==> config.mk <==
export PLATFORM = sky130hd
export DESIGN_NAME = lsu_q
export DESIGN_NICKNAME = d
export VERILOG_FILES = /design/src/rtl/rv32i_types.sv /design/src/rtl/lsq_fifo.sv /design/src/rtl/lsu_q.sv
export SDC_FILE = /design/constraint.sdc
export NUM_CORES = 1
export LEC_CHECK = 0
export BUFFER_PORTS_ARGS = -buffer_cell sky130_fd_sc_hd__buf_4
export CAP_MARGIN = 20
export CORE_AREA = 2 2 244 246
export DETAILED_ROUTE_END_ITERATION = 8
export DIE_AREA = 0 0 246 248
export PLACE_DENSITY = 0.67
export SYNTH_ARGS = -nofsm -noshare
export SYNTH_HDL_FRONTEND = slang
export SYNTH_SLANG_ARGS = --single-unit
export TNS_END_PERCENT = 20
==> constraint.sdc <==
create_clock -name clk -period 8.79 [get_ports clk]
set_input_delay 0.879 -clock clk [delete_from_list [all_inputs] [get_ports clk]]
set_output_delay 0.879 -clock clk [all_outputs]
set_load 0.01 [all_outputs]
==> src/rtl/rv32i_types.sv <==
// Shared types for the load/store unit.
//   lsu_op_t     : 4-bit memory opcode; bit 3 set means store, bit 2 set
//                  means zero-extend (unsigned load), bits 1:0 give size.
//   lsq_entry_t  : opcode, effective address and store data of a queued op.
//   lsu_state_t  : memory-side state machine states.
// Helper functions cover alignment checking, store lane masks and load
// data extraction so that the top level stays a plain state machine.
package rv32i_types;

    typedef enum logic [3:0] {
        lb  = 4'd0,
        lh  = 4'd1,
        lw  = 4'd2,
        lbu = 4'd4,
        lhu = 4'd5,
        sb  = 4'd8,
        sh  = 4'd9,
        sw  = 4'd10
    } lsu_op_t;

    typedef struct packed {
        lsu_op_t     opc;
        logic [31:0] addr;
        logic [31:0] data;
    } lsq_entry_t;

    typedef enum logic [1:0] {
        IDLE  = 2'd0,
        MEM   = 2'd1,
        WB    = 2'd2,
        DRAIN = 2'd3
    } lsu_state_t;

    function automatic logic is_store(input lsu_op_t op);
        return op[3];
    endfunction

    // Halfword ops need addr[0]==0, word ops need addr[1:0]==0.
    function automatic logic is_misaligned(input lsu_op_t op, input logic [1:0] a);
        logic mis;
        mis = 1'b0;
        case (op)
            lh, lhu, sh: mis = a[0];
            lw, sw:      mis = (a != 2'b00);
            default:     mis = 1'b0;
        endcase
        return mis;
    endfunction

    // Byte-lane write strobes for an aligned store.
    function automatic logic [3:0] store_mask(input lsu_op_t op, input logic [1:0] a);
        logic [3:0] m;
        m = 4'h0;
        case (op)
            sb:      m = 4'b0001 << a;
            sh:      m = 4'b0011 << {a[1], 1'b0};
            sw:      m = 4'b1111;
            default: m = 4'h0;
        endcase
        return m;
    endfunction

    // Pick the addressed lanes out of a memory word and extend them.
    // Stores complete with a zero result.
    function automatic logic [31:0] load_extract(input lsu_op_t op, input logic [1:0] a,
                                                 input logic [31:0] rdata);
        logic [31:0] shifted;
        logic [31:0] res;
        shifted = rdata >> {a, 3'b000};
        res     = 32'h0;
        case (op)
            lb:      res = {{24{shifted[7]}}, shifted[7:0]};
            lbu:     res = {24'h0, shifted[7:0]};
            lh:      res = {{16{shifted[15]}}, shifted[15:0]};
            lhu:     res = {16'h0, shifted[15:0]};
            lw:      res = rdata;
            default: res = 32'h0;
        endcase
        return res;
    endfunction

endpackage

==> src/rtl/lsq_fifo.sv <==
// Circular load/store queue.
//   clk, rst_n      : clock, synchronous active-low reset
//   flush           : empties the queue (pointers to 0, all valids cleared)
//   push, push_*    : enqueue request and the entry/tag/ROB id to store
//   pop             : dequeue the head entry
//   full, empty     : occupancy flags derived from wrap-bit pointers
//   head_vld, head_*: head entry, presented combinationally
// A push is ignored while full or flushing; a pop is ignored when the head
// slot is invalid or while flushing, so callers may hold requests loosely.
module lsq_fifo
    import rv32i_types::*;
#(
    parameter int DEPTH = 8,
    parameter int TAG_W = 4,
    parameter int ID_W  = 4
) (
    input  logic             clk,
    input  logic             rst_n,
    input  logic             flush,
    input  logic             push,
    input  lsq_entry_t       push_entry,
    input  logic [TAG_W-1:0] push_tag,
    input  logic [ID_W-1:0]  push_id,
    input  logic             pop,
    output logic             full,
    output logic             empty,
    output logic             head_vld,
    output lsq_entry_t       head_entry,
    output logic [TAG_W-1:0] head_tag,
    output logic [ID_W-1:0]  head_id
);

    localparam int PTR_W = $clog2(DEPTH);

    lsq_entry_t       ent_q [DEPTH];
    logic [TAG_W-1:0] tag_q [DEPTH];
    logic [ID_W-1:0]  id_q  [DEPTH];
    logic [DEPTH-1:0] vld_q;

    // One extra MSB on each pointer distinguishes full from empty.
    logic [PTR_W:0]   wptr_q;
    logic [PTR_W:0]   rptr_q;
    logic [PTR_W-1:0] wr_idx;
    logic [PTR_W-1:0] rd_idx;
    logic             do_push;
    logic             do_pop;

    assign wr_idx = wptr_q[PTR_W-1:0];
    assign rd_idx = rptr_q[PTR_W-1:0];

    assign full  = (wptr_q[PTR_W-1:0] == rptr_q[PTR_W-1:0]) &&
                   (wptr_q[PTR_W] != rptr_q[PTR_W]);
    assign empty = (wptr_q == rptr_q);

    assign head_vld   = vld_q[rd_idx];
    assign head_entry = ent_q[rd_idx];
    assign head_tag   = tag_q[rd_idx];
    assign head_id    = id_q[rd_idx];

    assign do_push = push && !full && !flush;
    assign do_pop  = pop && head_vld && !flush;

    // Control state: pointers and valids. Push and pop never target the same
    // slot in one cycle (that would need the queue to be both full and empty).
    always_ff @(posedge clk) begin
        if (!rst_n || flush) begin
            wptr_q <= '0;
            rptr_q <= '0;
            vld_q  <= '0;
        end else begin
            if (do_push) begin
                vld_q[wr_idx] <= 1'b1;
                wptr_q        <= wptr_q + 1'b1;
            end
            if (do_pop) begin
                vld_q[rd_idx] <= 1'b0;
                rptr_q        <= rptr_q + 1'b1;
            end
        end
    end

    // Payload storage needs no reset; the valid bits qualify it.
    always_ff @(posedge clk) begin
        if (do_push) begin
            ent_q[wr_idx] <= push_entry;
            tag_q[wr_idx] <= push_tag;
            id_q[wr_idx]  <= push_id;
        end
    end

endmodule

==> src/rtl/lsu_q.sv <==
// Load/store unit with an in-order circular LSQ.
//   clk, rst_n          : clock, synchronous active-low reset
//   rvs_*               : op from the reservation station (valid/ready)
//   rob_head_vld/id     : current ROB head; only the matching queue head issues
//   flush               : squash everything queued and in flight
//   cdb_*               : result broadcast (valid/ready), held until accepted
//   dmem_*              : single-cycle request strobes, response on dmem_resp
// Handshakes: a transfer happens on a cycle where the valid side (rvs_req,
// cdb_req) and the ready side (rvs_rdy, cdb_rdy) are both high; cdb outputs
// stay constant while cdb_req is high and cdb_rdy is low.
// One memory access is outstanding at a time. Misaligned ops never reach
// memory; they go straight to the CDB with cdb_exc set and the faulting
// address as data.
module lsu_q
    import rv32i_types::*;
#(
    parameter  int TAG_W     = 4,
    parameter  int ROB_DEPTH = 16,
    parameter  int DEPTH     = 8,
    localparam int ROB_PTR_W = $clog2(ROB_DEPTH)
) (
    input  logic                 clk,
    input  logic                 rst_n,
    input  logic                 rvs_req,
    output logic                 rvs_rdy,
    input  logic [3:0]           rvs_opc,
    input  logic [TAG_W-1:0]     rvs_tag,
    input  logic [31:0]          rvs_src1,
    input  logic [31:0]          rvs_src2,
    input  logic [11:0]          rvs_offset,
    input  logic [ROB_PTR_W-1:0] rvs_inst_id,
    input  logic                 rob_head_vld,
    input  logic [ROB_PTR_W-1:0] rob_head_id,
    input  logic                 flush,
    output logic                 cdb_req,
    input  logic                 cdb_rdy,
    output logic [TAG_W-1:0]     cdb_tag,
    output logic [ROB_PTR_W-1:0] cdb_inst_id,
    output logic [31:0]          cdb_wdata,
    output logic                 cdb_exc,
    output logic [31:0]          dmem_addr,
    output logic [3:0]           dmem_rmask,
    output logic [3:0]           dmem_wmask,
    output logic [31:0]          dmem_wdata,
    input  logic [31:0]          dmem_rdata,
    input  logic                 dmem_resp
);

    lsu_state_t           state_q;
    lsu_op_t              op_q;
    logic [1:0]           off_q;

    lsq_entry_t           enq_entry;
    lsq_entry_t           head_entry;
    logic [TAG_W-1:0]     head_tag;
    logic [ROB_PTR_W-1:0] head_id;
    logic                 head_vld;
    logic                 q_full;
    logic                 q_empty;
    logic                 enq;
    logic                 issue;
    logic                 head_mis;

    // Effective address is formed at enqueue so the queue holds final addresses.
    always_comb begin
        enq_entry      = '0;
        enq_entry.opc  = lsu_op_t'(rvs_opc);
        enq_entry.addr = rvs_src1 + {{20{rvs_offset[11]}}, rvs_offset};
        enq_entry.data = rvs_src2;
    end

    assign rvs_rdy = rst_n && !q_full;
    assign enq     = rvs_req && rvs_rdy && !flush;

    assign issue    = head_vld && (state_q == IDLE) && rob_head_vld &&
                      (rob_head_id == head_id) && !flush;
    assign head_mis = is_misaligned(head_entry.opc, head_entry.addr[1:0]);

    lsq_fifo #(
        .DEPTH (DEPTH),
        .TAG_W (TAG_W),
        .ID_W  (ROB_PTR_W)
    ) u_fifo (
        .clk        (clk),
        .rst_n      (rst_n),
        .flush      (flush),
        .push       (enq),
        .push_entry (enq_entry),
        .push_tag   (rvs_tag),
        .push_id    (rvs_inst_id),
        .pop        (issue),
        .full       (q_full),
        .empty      (q_empty),
        .head_vld   (head_vld),
        .head_entry (head_entry),
        .head_tag   (head_tag),
        .head_id    (head_id)
    );

    // Memory request: address and data always follow the head; the strobes
    // qualify them for exactly the issue cycle of an aligned op.
    always_comb begin
        dmem_addr  = {head_entry.addr[31:2], 2'b00};
        dmem_wdata = head_entry.data << {head_entry.addr[1:0], 3'b000};
        dmem_rmask = 4'h0;
        dmem_wmask = 4'h0;
        if (issue && !head_mis) begin
            if (is_store(head_entry.opc)) begin
                dmem_wmask = store_mask(head_entry.opc, head_entry.addr[1:0]);
            end else begin
                dmem_rmask = 4'hF;
            end
        end
    end

    // Memory-side state machine with the CDB result register.
    always_ff @(posedge clk) begin
        if (!rst_n) begin
            state_q     <= IDLE;
            op_q        <= lb;
            off_q       <= 2'b00;
            cdb_req     <= 1'b0;
            cdb_exc     <= 1'b0;
            cdb_tag     <= '0;
            cdb_inst_id <= '0;
            cdb_wdata   <= '0;
        end else begin
            unique case (state_q)
                IDLE: begin
                    if (issue) begin
                        op_q        <= head_entry.opc;
                        off_q       <= head_entry.addr[1:0];
                        cdb_tag     <= head_tag;
                        cdb_inst_id <= head_id;
                        if (head_mis) begin
                            state_q   <= WB;
                            cdb_req   <= 1'b1;
                            cdb_exc   <= 1'b1;
                            cdb_wdata <= head_entry.addr;
                        end else begin
                            state_q <= MEM;
                        end
                    end
                end
                MEM: begin
                    // A flushed access must still see its response before the
                    // port is reused, unless that response arrives right now.
                    if (flush) begin
                        state_q <= dmem_resp ? IDLE : DRAIN;
                    end else if (dmem_resp) begin
                        state_q   <= WB;
                        cdb_req   <= 1'b1;
                        cdb_exc   <= 1'b0;
                        cdb_wdata <= load_extract(op_q, off_q, dmem_rdata);
                    end
                end
                WB: begin
                    if (flush || cdb_rdy) begin
                        state_q <= IDLE;
                        cdb_req <= 1'b0;
                        cdb_exc <= 1'b0;
                    end
                end
                DRAIN: begin
                    if (dmem_resp) begin
                        state_q <= IDLE;
                    end
                end
                default: state_q <= IDLE;
            endcase
        end
    end

endmodule

==> results of run 1 <==
==> state kept, by name, summed over array words and instances (netlist names), named ones only <==
signal and count:
off_q 2, cdb_req 1, u_fifo.vld_q 8, u_fifo.wptr_q 4, u_fifo.id_q 32, u_fifo.rptr_q 4, cdb_tag 4, cdb_wdata 32
op_q 4, cdb_exc 1, cdb_inst_id 4, u_fifo.tag_q 32, state_q 2, u_fifo.ent_q 544
==> layer usage <==
metal,wire (um),vias to the layer above,GRT usage,part of all wire
met5,0,-,0,0
met4,1700,0,0.0734,0.025
met3,4600,93,0.0300,0.067
met2,33600,588,0.369,0.49
met1,28600,8435,0.317,0.42
li1,-,7150,-,-
==> power by group through the flow <==
| stage | Clock [mW] | Combinational (mW) | Sequential (mW) |
|---|---|---|---|
| final | 2.80 | 0.542 | 3.64 |
| after global routing | 2.97 | 0.589 | 3.64 |
| after CTS | 2.85 | 0.540 | 3.64 |
| after detailed placement | 0 | 0.538 | 3.70 |
| after global placement | 0 | 0.521 | 3.70 |
| after floorplan | 0 | 0.286 | 3.71 |
==> kinds of logic (layout without fill, tap and decap cells) <==
family / count (synthesis) / in the layout
other cells: 1 / 2
mux: 272 / 272
simple gates: 253 / 253
buf+inv: 146 / 407
xor+xnor: 39 / 39
compound gates: 260 / 260
flops: 677 / 677
fa+ha+maj: 38 / 38
==> cells in the mapped netlist, types with 4 or more instances <==
cell / n / area [um2]
sky130_fd_sc_hd__nand3_1: 25 / 125
sky130_fd_sc_hd__buf_2: 23 / 115
sky130_fd_sc_hd__edfxtp_1: 608 / 18300
sky130_fd_sc_hd__dfxtp_1: 69 / 1380
sky130_fd_sc_hd__inv_1: 16 / 60.1
sky130_fd_sc_hd__and2_1: 5 / 31.3
sky130_fd_sc_hd__nor3_1: 15 / 75.1
sky130_fd_sc_hd__xor2_1: 11 / 96.3
sky130_fd_sc_hd__buf_1: 17 / 63.8
sky130_fd_sc_hd__mux2_2: 44 / 495
sky130_fd_sc_hd__a21boi_0: 5 / 37.5
sky130_fd_sc_hd__buf_4: 35 / 263
sky130_fd_sc_hd__ha_1: 37 / 463
sky130_fd_sc_hd__nor2b_1: 7 / 43.8
sky130_fd_sc_hd__o211a_1: 30 / 300
sky130_fd_sc_hd__nor2_1: 55 / 206
sky130_fd_sc_hd__xnor2_1: 28 / 245
sky130_fd_sc_hd__o21a_1: 7 / 52.6
sky130_fd_sc_hd__clkbuf_1: 53 / 199
sky130_fd_sc_hd__o21ai_0: 66 / 330
sky130_fd_sc_hd__a211o_1: 5 / 43.8
sky130_fd_sc_hd__a22oi_1: 8 / 60.1
sky130_fd_sc_hd__a31oi_1: 9 / 56.3
sky130_fd_sc_hd__nand2_1: 74 / 278
sky130_fd_sc_hd__a21o_1: 12 / 90.1
sky130_fd_sc_hd__o211ai_1: 27 / 203
sky130_fd_sc_hd__and3_1: 7 / 43.8
sky130_fd_sc_hd__mux4_2: 160 / 3600
sky130_fd_sc_hd__mux2i_1: 68 / 681
sky130_fd_sc_hd__nand2b_1: 43 / 269
sky130_fd_sc_hd__o2bb2ai_1: 5 / 43.8
sky130_fd_sc_hd__a221oi_1: 9 / 78.8
sky130_fd_sc_hd__nand4_1: 6 / 37.5
sky130_fd_sc_hd__a21oi_1: 53 / 265
sky130_fd_sc_hd__or2_2: 4 / 25.0
==> layout make-up <==
type,instances,area [um2]
clock buffers,99,1980
fillers,4367,24900
inverters,16,60.1
well taps,773,967
flip-flops and latches,677,19700
repair buffers,270,2050
clock inverters,22,184
multi-input cells,864,8710
==> worst min-delay path, cell delays in order, from the launching register on <==
cell and delay (ps):
sky130_fd_sc_hd__dfxtp_1 310, sky130_fd_sc_hd__nand2_1 50, sky130_fd_sc_hd__o21ai_0 60
==> worst min path at each step <==
| stage | end | cells past startpoint |
|---|---|---|
| after global placement | cdb_wdata[7] | 2 |
| after detailed placement | cdb_exc | 2 |
| after floorplan | u_fifo.rptr_q[3] | 2 |
| after CTS | cdb_wdata[7] | 2 |
| after global routing | cdb_wdata[7] | 2 |
| final | cdb_wdata[7] | 2 |
==> reports/summary.txt, run 1 <==
=================================================================================
Result of the run .................................................. finished, final reports clean
Clk_skew ...........................................................      17.6 ps
Relative max-transition margin .....................................        0.247
Post-route standard cell area excluding fillers ....................   33,600 um2
Maximum vdd ir drop ................................................     0.127 mV
Seq/Total Area, Yosys ..............................................        0.678
Largest incremental delay on the critical path .....................       800 ps
Place WS ...........................................................      3810 ps
Portion of total power attributed to sequential cells ..............        0.521
Leading cell type in the layout, fill and taps excluded ............ sky130_fd_sc_hd__edfxtp_1
CP Depth ...........................................................           11
Arrival time worst endpoint ........................................      4700 ps
Remaining Overflow, GRT ............................................            0
Maximum number of pins on one net before global-route repair .......          123
Switch Pwr .........................................................      1.51 mW
Root buffer selected by CTS ........................................ sky130_fd_sc_hd__clkbuf_16
Final GP Congestion ................................................        0.887
Number of cells on the worst reg-to-reg path .......................           10
Clock latency of the later-clocked register in the worst-skew pair .       590 ps
Xor/xnor cell area share of the yosys netlist ......................       0.0118
Adder-cell share of the synthesized area ...........................       0.0167
Via count of the first global-routing pass .........................       16,369
Post-Layout Cell Count .............................................        2,721
Gate power share ...................................................        0.078
Area of the die ....................................................   61,000 um2
Bufs and invs on worst path ........................................            3
Worst R2R End ...................................................... cdb_wdata[6]
Fin util ...........................................................        0.575
Total negative slack for setup checks ..............................         0 ps
Number of CTS-inserted buffers .....................................           69
Area fraction in compound gates after synthesis ....................       0.0611
Total GRT Usage ....................................................        0.226
Global-route wire length before repair .............................   102,000 um
Power consumption ..................................................      6.98 mW
Syn. warnings ......................................................            0
Half-perimeter wire length after detailed placement ................    42,700 um
Most common cell on crit path ...................................... sky130_fd_sc_hd__buf_4
Cell Chain, Critical Path .......................................... buf_4 -> mux4_2 -> mux2i_2 -> buf_4 -> nand2_1 -> nand3_1 -> o21ai_1 -> nor2_1 -> o2111ai_1 -> a21oi_1 -> buf_4
Horizontal die dimension ...........................................       246 um
Power density of the placed cells ..................................   208 nW/um2
Vias per inst ......................................................         5.98
Setup repair after global routing missed its margin ................           no
Critical Path Source Type ..........................................         flop
Post-route worst hold slack ........................................       464 ps
Count of endpoints failing hold in the final timing report .........            0
TritonCTS clock tree ...............................................         done
Clock network fraction of design power .............................        0.401
Min cycle time layout ..............................................      5580 ps
Actual slew at the worst max-slew pin ..............................      1130 ps
Setup Viol. Count Final ............................................            0
Area growth syn-to-layout ..........................................        16.0%
Highest attainable clock frequency .................................      179 MHz
Netlist Area Pre-Place .............................................   29,000 um2
Post-Synth Simple-Gate Area ........................................       0.0425
Largest family of logic cells by synthesized area .................. multiplexers
Predominant post-synthesis flop cell ............................... sky130_fd_sc_hd__edfxtp_1
Total placed cells including tap cells .............................        2,599
Hold-fix buffers at CTS ............................................            0
Register bit total from synthesis ..................................          677
Post-route DRC .....................................................            0
Number of DRC markers in iteration 0 ...............................        1,316
Post-CTS setup repair buffer count .................................            0
CTS clock-pin slew for the worst setup and hold paths ..............        60 ps
Share of layout cells above drive strength 1 .......................        0.306
Worst-path maximum fanout ..........................................           42
Max-capacitance violation count ....................................            0
Post-CTS Resized ...................................................            0
Routed wirelength normalized by instance count .....................      25.2 um
Diodes inserted ....................................................            0
Number of rows created at floorplan ................................           89
Kind of cell with the highest combined delay on the critical path .. buffers and inverters
Via count ..........................................................       16,266
Slowest stage cell, crit path ...................................... sky130_fd_sc_hd__dfxtp_4
EDFF count, synth ..................................................          608
Wire length after detailed routing .................................    68,500 um
Number of nets still failing antenna checks after routing ..........            0
Core ar. ...........................................................   58,500 um2
CP endpoint ........................................................ dmem_wmask[0]
Critical path class ................................................      reg2out
Cell internal power dissipation ....................................      5.47 mW
Slack of the worst reg-to-reg path .................................      4440 ps
Instance count of the mapped netlist ...............................        1,686
Multiplexer share of the synthesized area ..........................        0.165
Vertical die dimension .............................................       248 um
Worst Slack Setup Final ............................................      3210 ps
Final-stage net count ..............................................        2,067
Initial antenna violation count ....................................            0
Hold path startpoint ............................................... cdb_wdata[7]
Sinks on the clock net .............................................          677
Maximum level of the CTS H-tree ....................................            3
FFs w/ async S/R, synth ............................................            0
Fin crit share .....................................................        0.635
Number of placed I/O pins ..........................................          246
Number of port buffers .............................................          243
Initial Utilization ................................................        0.496
Number of different library cells in the post-synthesis netlist ....           62
Instance area at placement .........................................   31,400 um2
Drt pass-1 iters ...................................................            5
Crit end category ..................................................  output port
Top library cells by usage in the layout, fill and taps aside ...... sky130_fd_sc_hd__edfxtp_1 (608), sky130_fd_sc_hd__buf_4 (268), sky130_fd_sc_hd__mux4_2 (160)
Lkg Pwr ............................................................      11.5 nW
Switching share of power ...........................................        0.216
Path class of the lowest-slack min-delay path ......................      reg2reg
Longest Clk Path Bufs ..............................................            3
Worst EP required ..................................................      7910 ps
Slew Viols, Final ..................................................            0
Syn_area_per_cell ..................................................     17.2 um2
=================================================================================
No activity file was read; power rests on OpenSTA's default activity.
==> inputs of run 2 (changes only) <==
==> constraint.sdc (replaced) <==
create_clock -name clk -period 5.5 [get_ports clk]
set_input_delay 0.55 -clock clk [delete_from_list [all_inputs] [get_ports clk]]
set_output_delay 0.55 -clock clk [all_outputs]
set_load 0.01 [all_outputs]
==> reports/summary.txt, run 2 (same netlist as run 1, synthesis figures left out) <==
=================================================================================
Min cycle time layout ..............................................      4640 ps
Setup Viol. Count Final ............................................            0   unchanged
Core ar. ...........................................................   58,500 um2   unchanged
Horizontal die dimension ...........................................       246 um   unchanged
Share of layout cells above drive strength 1 .......................        0.313   +0.00603
Clock latency of the later-clocked register in the worst-skew pair .       620 ps   +30 ps
Actual slew at the worst max-slew pin ..............................      1040 ps   -86.8 ps
Number of nets still failing antenna checks after routing ..........            0   unchanged
Via count ..........................................................       16,465   +1.2%
Half-perimeter wire length after detailed placement ................    44,100 um   +3.2%
Global-route wire length before repair .............................   104,000 um   +1.6%
Power density of the placed cells ..................................   332 nW/um2   +60%
Critical Path Source Type ..........................................         flop
Max-capacitance violation count ....................................            0   unchanged
Lkg Pwr ............................................................      11.5 nW   +0.62%
Maximum number of pins on one net before global-route repair .......           66   -46%
Result of the run .................................................. finished, final reports clean
TritonCTS clock tree ...............................................         done
Power consumption ..................................................      11.2 mW   +60%
Number of CTS-inserted buffers .....................................           70   +1.4%
Via count of the first global-routing pass .........................       16,467   +0.60%
Crit end category ..................................................  output port
Remaining Overflow, GRT ............................................            0   unchanged
Arrival time worst endpoint ........................................      4090 ps   -610 ps
Number of flip-flops under the largest register name ...............          544   unchanged
Largest incremental delay on the critical path .....................       890 ps   +90 ps
Number of rows created at floorplan ................................           89   unchanged
Area growth syn-to-layout ..........................................        16.4%
Kind of cell with the highest combined delay on the critical path .. simple AND/OR/NAND/NOR gates
Number of DRC markers in iteration 0 ...............................        1,436   +9.1%
Clk_skew ...........................................................      29.7 ps   +12.0 ps
Top library cells by usage in the layout, fill and taps aside ...... sky130_fd_sc_hd__edfxtp_1 (608), sky130_fd_sc_hd__buf_4 (280), sky130_fd_sc_hd__mux4_2 (160)
Wire length after detailed routing .................................    69,700 um   +1.7%
Setup repair after global routing missed its margin ................           no
Routed wirelength normalized by instance count .....................      25.4 um   +0.88%
Slew Viols, Final ..................................................            0   unchanged
Number of placed I/O pins ..........................................          246   unchanged
Longest Clk Path Bufs ..............................................            3   unchanged
Bufs and invs on worst path ........................................            1   -2
Worst EP required ..................................................      4950 ps   -2960 ps
Fin util ...........................................................        0.577   +0.00233
CTS clock-pin slew for the worst setup and hold paths ..............        60 ps   about the same
Highest attainable clock frequency .................................      216 MHz
Slowest stage cell, crit path ...................................... sky130_fd_sc_hd__dfxtp_4
Initial Utilization ................................................        0.496   unchanged
Final-stage net count ..............................................        2,080   +0.63%
Sinks on the clock net .............................................          677   unchanged
Vertical die dimension .............................................       248 um   unchanged
Post-CTS Resized ...................................................            0   unchanged
Post-CTS setup repair buffer count .................................            0   unchanged
Post-route standard cell area excluding fillers ....................   33,700 um2   +0.41%
Hold-fix buffers at CTS ............................................            0   unchanged
Area of the die ....................................................   61,000 um2   unchanged
Fin crit share .....................................................        0.843
Post-route DRC .....................................................            0   unchanged
Cell Chain, Critical Path .......................................... mux4_2 -> mux2i_1 -> xor2_1 -> nand4_1 -> or4_1 -> nor2_1 -> o2111ai_1 -> a21oi_1 -> buf_4
Final GP Congestion ................................................        0.861   -2.9%
Instance area at placement .........................................   31,500 um2   +0.36%
Initial antenna violation count ....................................            2   +2
Worst-path maximum fanout ..........................................           45   +7.1%
Root buffer selected by CTS ........................................ sky130_fd_sc_hd__clkbuf_16
Post-route worst hold slack ........................................       172 ps   -293 ps
Total GRT Usage ....................................................        0.230   +0.00442
Reg with most FFs .................................................. u_fifo.ent_q
Leading cell type in the layout, fill and taps excluded ............ sky130_fd_sc_hd__edfxtp_1
Relative max-transition margin .....................................        0.305   +0.0579
Total negative slack for setup checks ..............................         0 ps   unchanged
Maximum vdd ir drop ................................................     0.206 mV   +62%
Vias per inst ......................................................         6.00   +0.41%
Count of endpoints failing hold in the final timing report .........            0   unchanged
Path class of the lowest-slack min-delay path ......................       in2reg
Drt pass-1 iters ...................................................            5   unchanged
Critical path class ................................................      reg2out
Maximum level of the CTS H-tree ....................................            3   unchanged
Number of port buffers .............................................          243   unchanged
Count of fill cells added during filler insertion ..................        4,382   +0.34%
=================================================================================
## run 2: path summary, 6_finish.rpt
check             slack [ps]  depth (start not counted)           from                 end
hold / removal           170                          1    rvs_src2[1]  u_fifo.ent_q[4][1]
setup / recovery         860                          9           flop       dmem_wmask[1]
hold reg to reg          470                          2  cdb_wdata[15]       cdb_wdata[15]
setup reg to reg        1420                          9           flop        cdb_wdata[2]
## run 2: layer usage
metal	vias to the layer above	GRT usage	share of wire
met4	2	0.0843	0.028
met2	605	0.366	0.48
met1	8557	0.323	0.42
met5	-	0	0.00019
li1	7187	-	-
met3	114	0.0383	0.070
## run 2: worst register-to-register path: cells and delay by family, from the launching register on
| family | cells | cell delay, ps |
|---|---|---|
| AND/OR/NAND/NOR | 1 | 70 |
| multiplexers | 1 | 470 |
| flip-flops | 1 | 790 |
| buffers and inverters | 3 | 1220 |
| AO/OA/AOI/OAI | 4 | 1420 |
## run 2: cell type report
| class | count | area [um2] | area share |
|---|---|---|---|
| clock buffers | 96 | 1970 | 0.0585 |
| inverters | 16 | 60.1 | 0.00178 |
| clock inverters | 33 | 225 | 0.00668 |
| flip-flops and latches | 677 | 19700 | 0.583 |
| diodes | 2 | 5.00 | 0.000148 |
| repair buffers | 282 | 2140 | 0.0635 |
| well taps | 773 | 967 | 0.0287 |
| multi-input cells | 864 | 8710 | 0.258 |
## run 2: power by group
part | switching [mW] | internal [mW]
registers | 0.0513 | 5.77
clock network | 1.94 | 2.58
logic | 0.515 | 0.338
## run 2: stage by stage
step / setup slack, ps / cells
after floorplan: -1360 / 1687
after global placement: 1470 / 2612
after detailed placement: 1410 / 2612
after CTS: 841 / 2741
after global routing: 599 / 2742
final: 862 / 2743
==> inputs of run 3 (changes only) <==
--- a/config.mk
+++ b/config.mk
@@ -10,7 +10,7 @@
 export CORE_AREA = 2 2 244 246
 export DETAILED_ROUTE_END_ITERATION = 8
 export DIE_AREA = 0 0 246 248
-export PLACE_DENSITY = 0.67
+export PLACE_DENSITY = 0.7
 export SYNTH_ARGS = -nofsm -noshare
 export SYNTH_HDL_FRONTEND = slang
 export SYNTH_SLANG_ARGS = --single-unit
==> constraint.sdc (replaced) <==
create_clock -name clk -period 4.2 [get_ports clk]
set_input_delay 0.42 -clock clk [delete_from_list [all_inputs] [get_ports clk]]
set_output_delay 0.42 -clock clk [all_outputs]
set_load 0.01 [all_outputs]
==> reports/summary.txt, run 3 (same netlist as run 1, synthesis figures left out) <==
=================================================================================
Root buffer selected by CTS ........................................ sky130_fd_sc_hd__clkbuf_16
Hold-fix buffers at CTS ............................................            0   unchanged
Initial Utilization ................................................        0.496   unchanged
Half-perimeter wire length after detailed placement ................    42,700 um   -3.1%
Via count of the first global-routing pass .........................       16,686   +1.3%
Maximum vdd ir drop ................................................     0.235 mV   +14%
Share of layout cells above drive strength 1 .......................        0.324   +0.0113
Total placed cells including tap cells .............................        2,623   +0.42%
Slack of the worst reg-to-reg path .................................       870 ps   -550 ps
Clock latency of the later-clocked register in the worst-skew pair .       610 ps   about the same
Area growth syn-to-layout ..........................................        17.6%
Slew Viols, Final ..................................................            0   unchanged
Power density of the placed cells ..................................   429 nW/um2   +29%
Crit end category ..................................................  output port
Fin util ...........................................................        0.583   +0.00593
Post-route DRC .....................................................            0   unchanged
Arrival time worst endpoint ........................................      3550 ps   -540 ps
Vertical die dimension .............................................       248 um   unchanged
Number of placed I/O pins ..........................................          246   unchanged
Via count ..........................................................       16,485   +0.12%
Relative max-transition margin .....................................        0.344   +0.0393
Wire length after detailed routing .................................    68,400 um   -1.7%
Maximum level of the CTS H-tree ....................................            3   unchanged
Routed wirelength normalized by instance count .....................      24.7 um   -2.8%
Actual slew at the worst max-slew pin ..............................       977 ps   -65.9 ps
Number of flip-flops under the largest register name ...............          544   unchanged
Vias per inst ......................................................         5.94   -0.96%
CTS clock-pin slew for the worst setup and hold paths ..............        60 ps   about the same
Max-capacitance violation count ....................................            0   unchanged
Post-Layout Cell Count .............................................        2,773   +1.1%
Maximum number of pins on one net before global-route repair .......           65   -1.5%
Worst EP required ..................................................      3780 ps   -1170 ps
Fin crit share .....................................................        0.945
Reg with most FFs .................................................. u_fifo.ent_q
Horizontal die dimension ...........................................       246 um   unchanged
Result of the run .................................................. finished, final reports clean
Drt pass-1 iters ...................................................            5   unchanged
Setup Viol. Count Final ............................................            0   unchanged
Number of port buffers .............................................          243   unchanged
Count of endpoints failing hold in the final timing report .........            0   unchanged
Number of CTS-inserted buffers .....................................           68   -2.9%
Remaining Overflow, GRT ............................................            0   unchanged
Final GP Congestion ................................................        0.865   +0.49%
TritonCTS clock tree ...............................................         done
Path class of the lowest-slack min-delay path ......................       in2reg
Leading cell type in the layout, fill and taps excluded ............ sky130_fd_sc_hd__edfxtp_1
Number of rows created at floorplan ................................           89   unchanged
Sinks on the clock net .............................................          677   unchanged
Critical path class ................................................      reg2out
Number of nets still failing antenna checks after routing ..........            0   unchanged
Number of DRC markers in iteration 0 ...............................        1,449   +0.91%
Worst-path maximum fanout ..........................................           14   -69%
Initial antenna violation count ....................................            5   +3
Lkg Pwr ............................................................      11.7 nW   +1.5%
Min cycle time layout ..............................................      3970 ps
Longest Clk Path Bufs ..............................................            3   unchanged
Clk_skew ...........................................................      21.6 ps   -8.08 ps
Final-stage net count ..............................................        2,109   +1.4%
Global-route wire length before repair .............................   102,000 um   -1.8%
Critical Path Source Type ..........................................         flop
Top library cells by usage in the layout, fill and taps aside ...... sky130_fd_sc_hd__edfxtp_1 (608), sky130_fd_sc_hd__buf_4 (301), sky130_fd_sc_hd__mux4_2 (160)
Area of the die ....................................................   61,000 um2   unchanged
Total GRT Usage ....................................................        0.224   -0.00598
Core ar. ...........................................................   58,500 um2   unchanged
Highest attainable clock frequency .................................      252 MHz
=================================================================================
run 3: cell types whose count changed in the layout (fill, tap and decap cells not counted), moves of 2 or more:
cell and change:
sky130_fd_sc_hd__buf_12 +4, sky130_fd_sc_hd__buf_4 +21, sky130_fd_sc_hd__buf_16 +2, sky130_fd_sc_hd__clkbuf_4 +2, sky130_fd_sc_hd__clkinv_4 -4, sky130_fd_sc_hd__buf_6 +2
sky130_fd_sc_hd__clkbuf_8 -2, sky130_fd_sc_hd__clkbuf_16 -2, sky130_fd_sc_hd__diode_2 +3, sky130_fd_sc_hd__bufinv_16 +3
run 3: area by class of cell:
| class | count | area [um2] |
|---|---|---|
| diodes | 5 | 12.5 |
| clock buffers | 92 | 1880 |
| clock inverters | 33 | 288 |
| fillers | 4382 | 24400 |
| inverters | 16 | 60.1 |
| multi-input cells | 864 | 8730 |
| flip-flops and latches | 677 | 19700 |
| well taps | 773 | 967 |
| repair buffers | 313 | 2490 |
run 3: layer usage:
layer	global-route usage	vias up	part of all wire
met5	0	-	0
met1	0.306	8531	0.42
met3	0.0351	99	0.063
li1	-	7239	-
met2	0.371	616	0.50
met4	0.0756	0	0.023
run 3: worst paths after layout:
check	start	end	cells past startpoint
worst max register to register	flop	cdb_wdata[0]	11
worst max-delay path	flop	dmem_wmask[0]	9
worst min-delay path	rvs_src2[26]	u_fifo.ent_q[3][26]	1
worst min register to register	cdb_wdata[15]	cdb_wdata[15]	2
run 3: through the flow:
stage               power [mW]  area [um2]  setup WS (ps)  setup TNS, ps  hold slack (ps)
CTS                       14.7       33900           32.0              0             11.8
finish                    14.6       34100            231              0             45.4
detailed placement        8.88       31700            495              0              456
global route              15.1       34100          -5.58          -5.58             35.0
floorplan                 8.35       29000           -916        -307790              470
global placement          8.84       31700            601              0              448
run 3: repair_timing:
| action | CTS | global route |
|---|---|---|
| endpoints found under the setup margin | 4 | 8 |
| gates resized for setup | 1 | 4 |
| setup buffers | 0 | 17 |
| gates cloned | 0 | 1 |
run 3: critical path, stage by stage, from the launching register on:
cell and delay, ps:
sky130_fd_sc_hd__dfxtp_4 470, sky130_fd_sc_hd__mux4_2 540, sky130_fd_sc_hd__mux2i_1 220, sky130_fd_sc_hd__xor2_1 190
sky130_fd_sc_hd__nand4_1 220, sky130_fd_sc_hd__or4_4 570, sky130_fd_sc_hd__nor2_1 130, sky130_fd_sc_hd__o2111ai_1 240
sky130_fd_sc_hd__a21oi_1 210, sky130_fd_sc_hd__buf_4 140
run 3: power by group:
group	total (mW)	internal, mW	switching (mW)	leakage, nW
logic	1.13	0.454	0.677	4.61
registers	7.62	7.55	0.0648	6.04
clock network	5.87	3.41	2.46	1.07
total	14.6	11.4	3.21	11.7
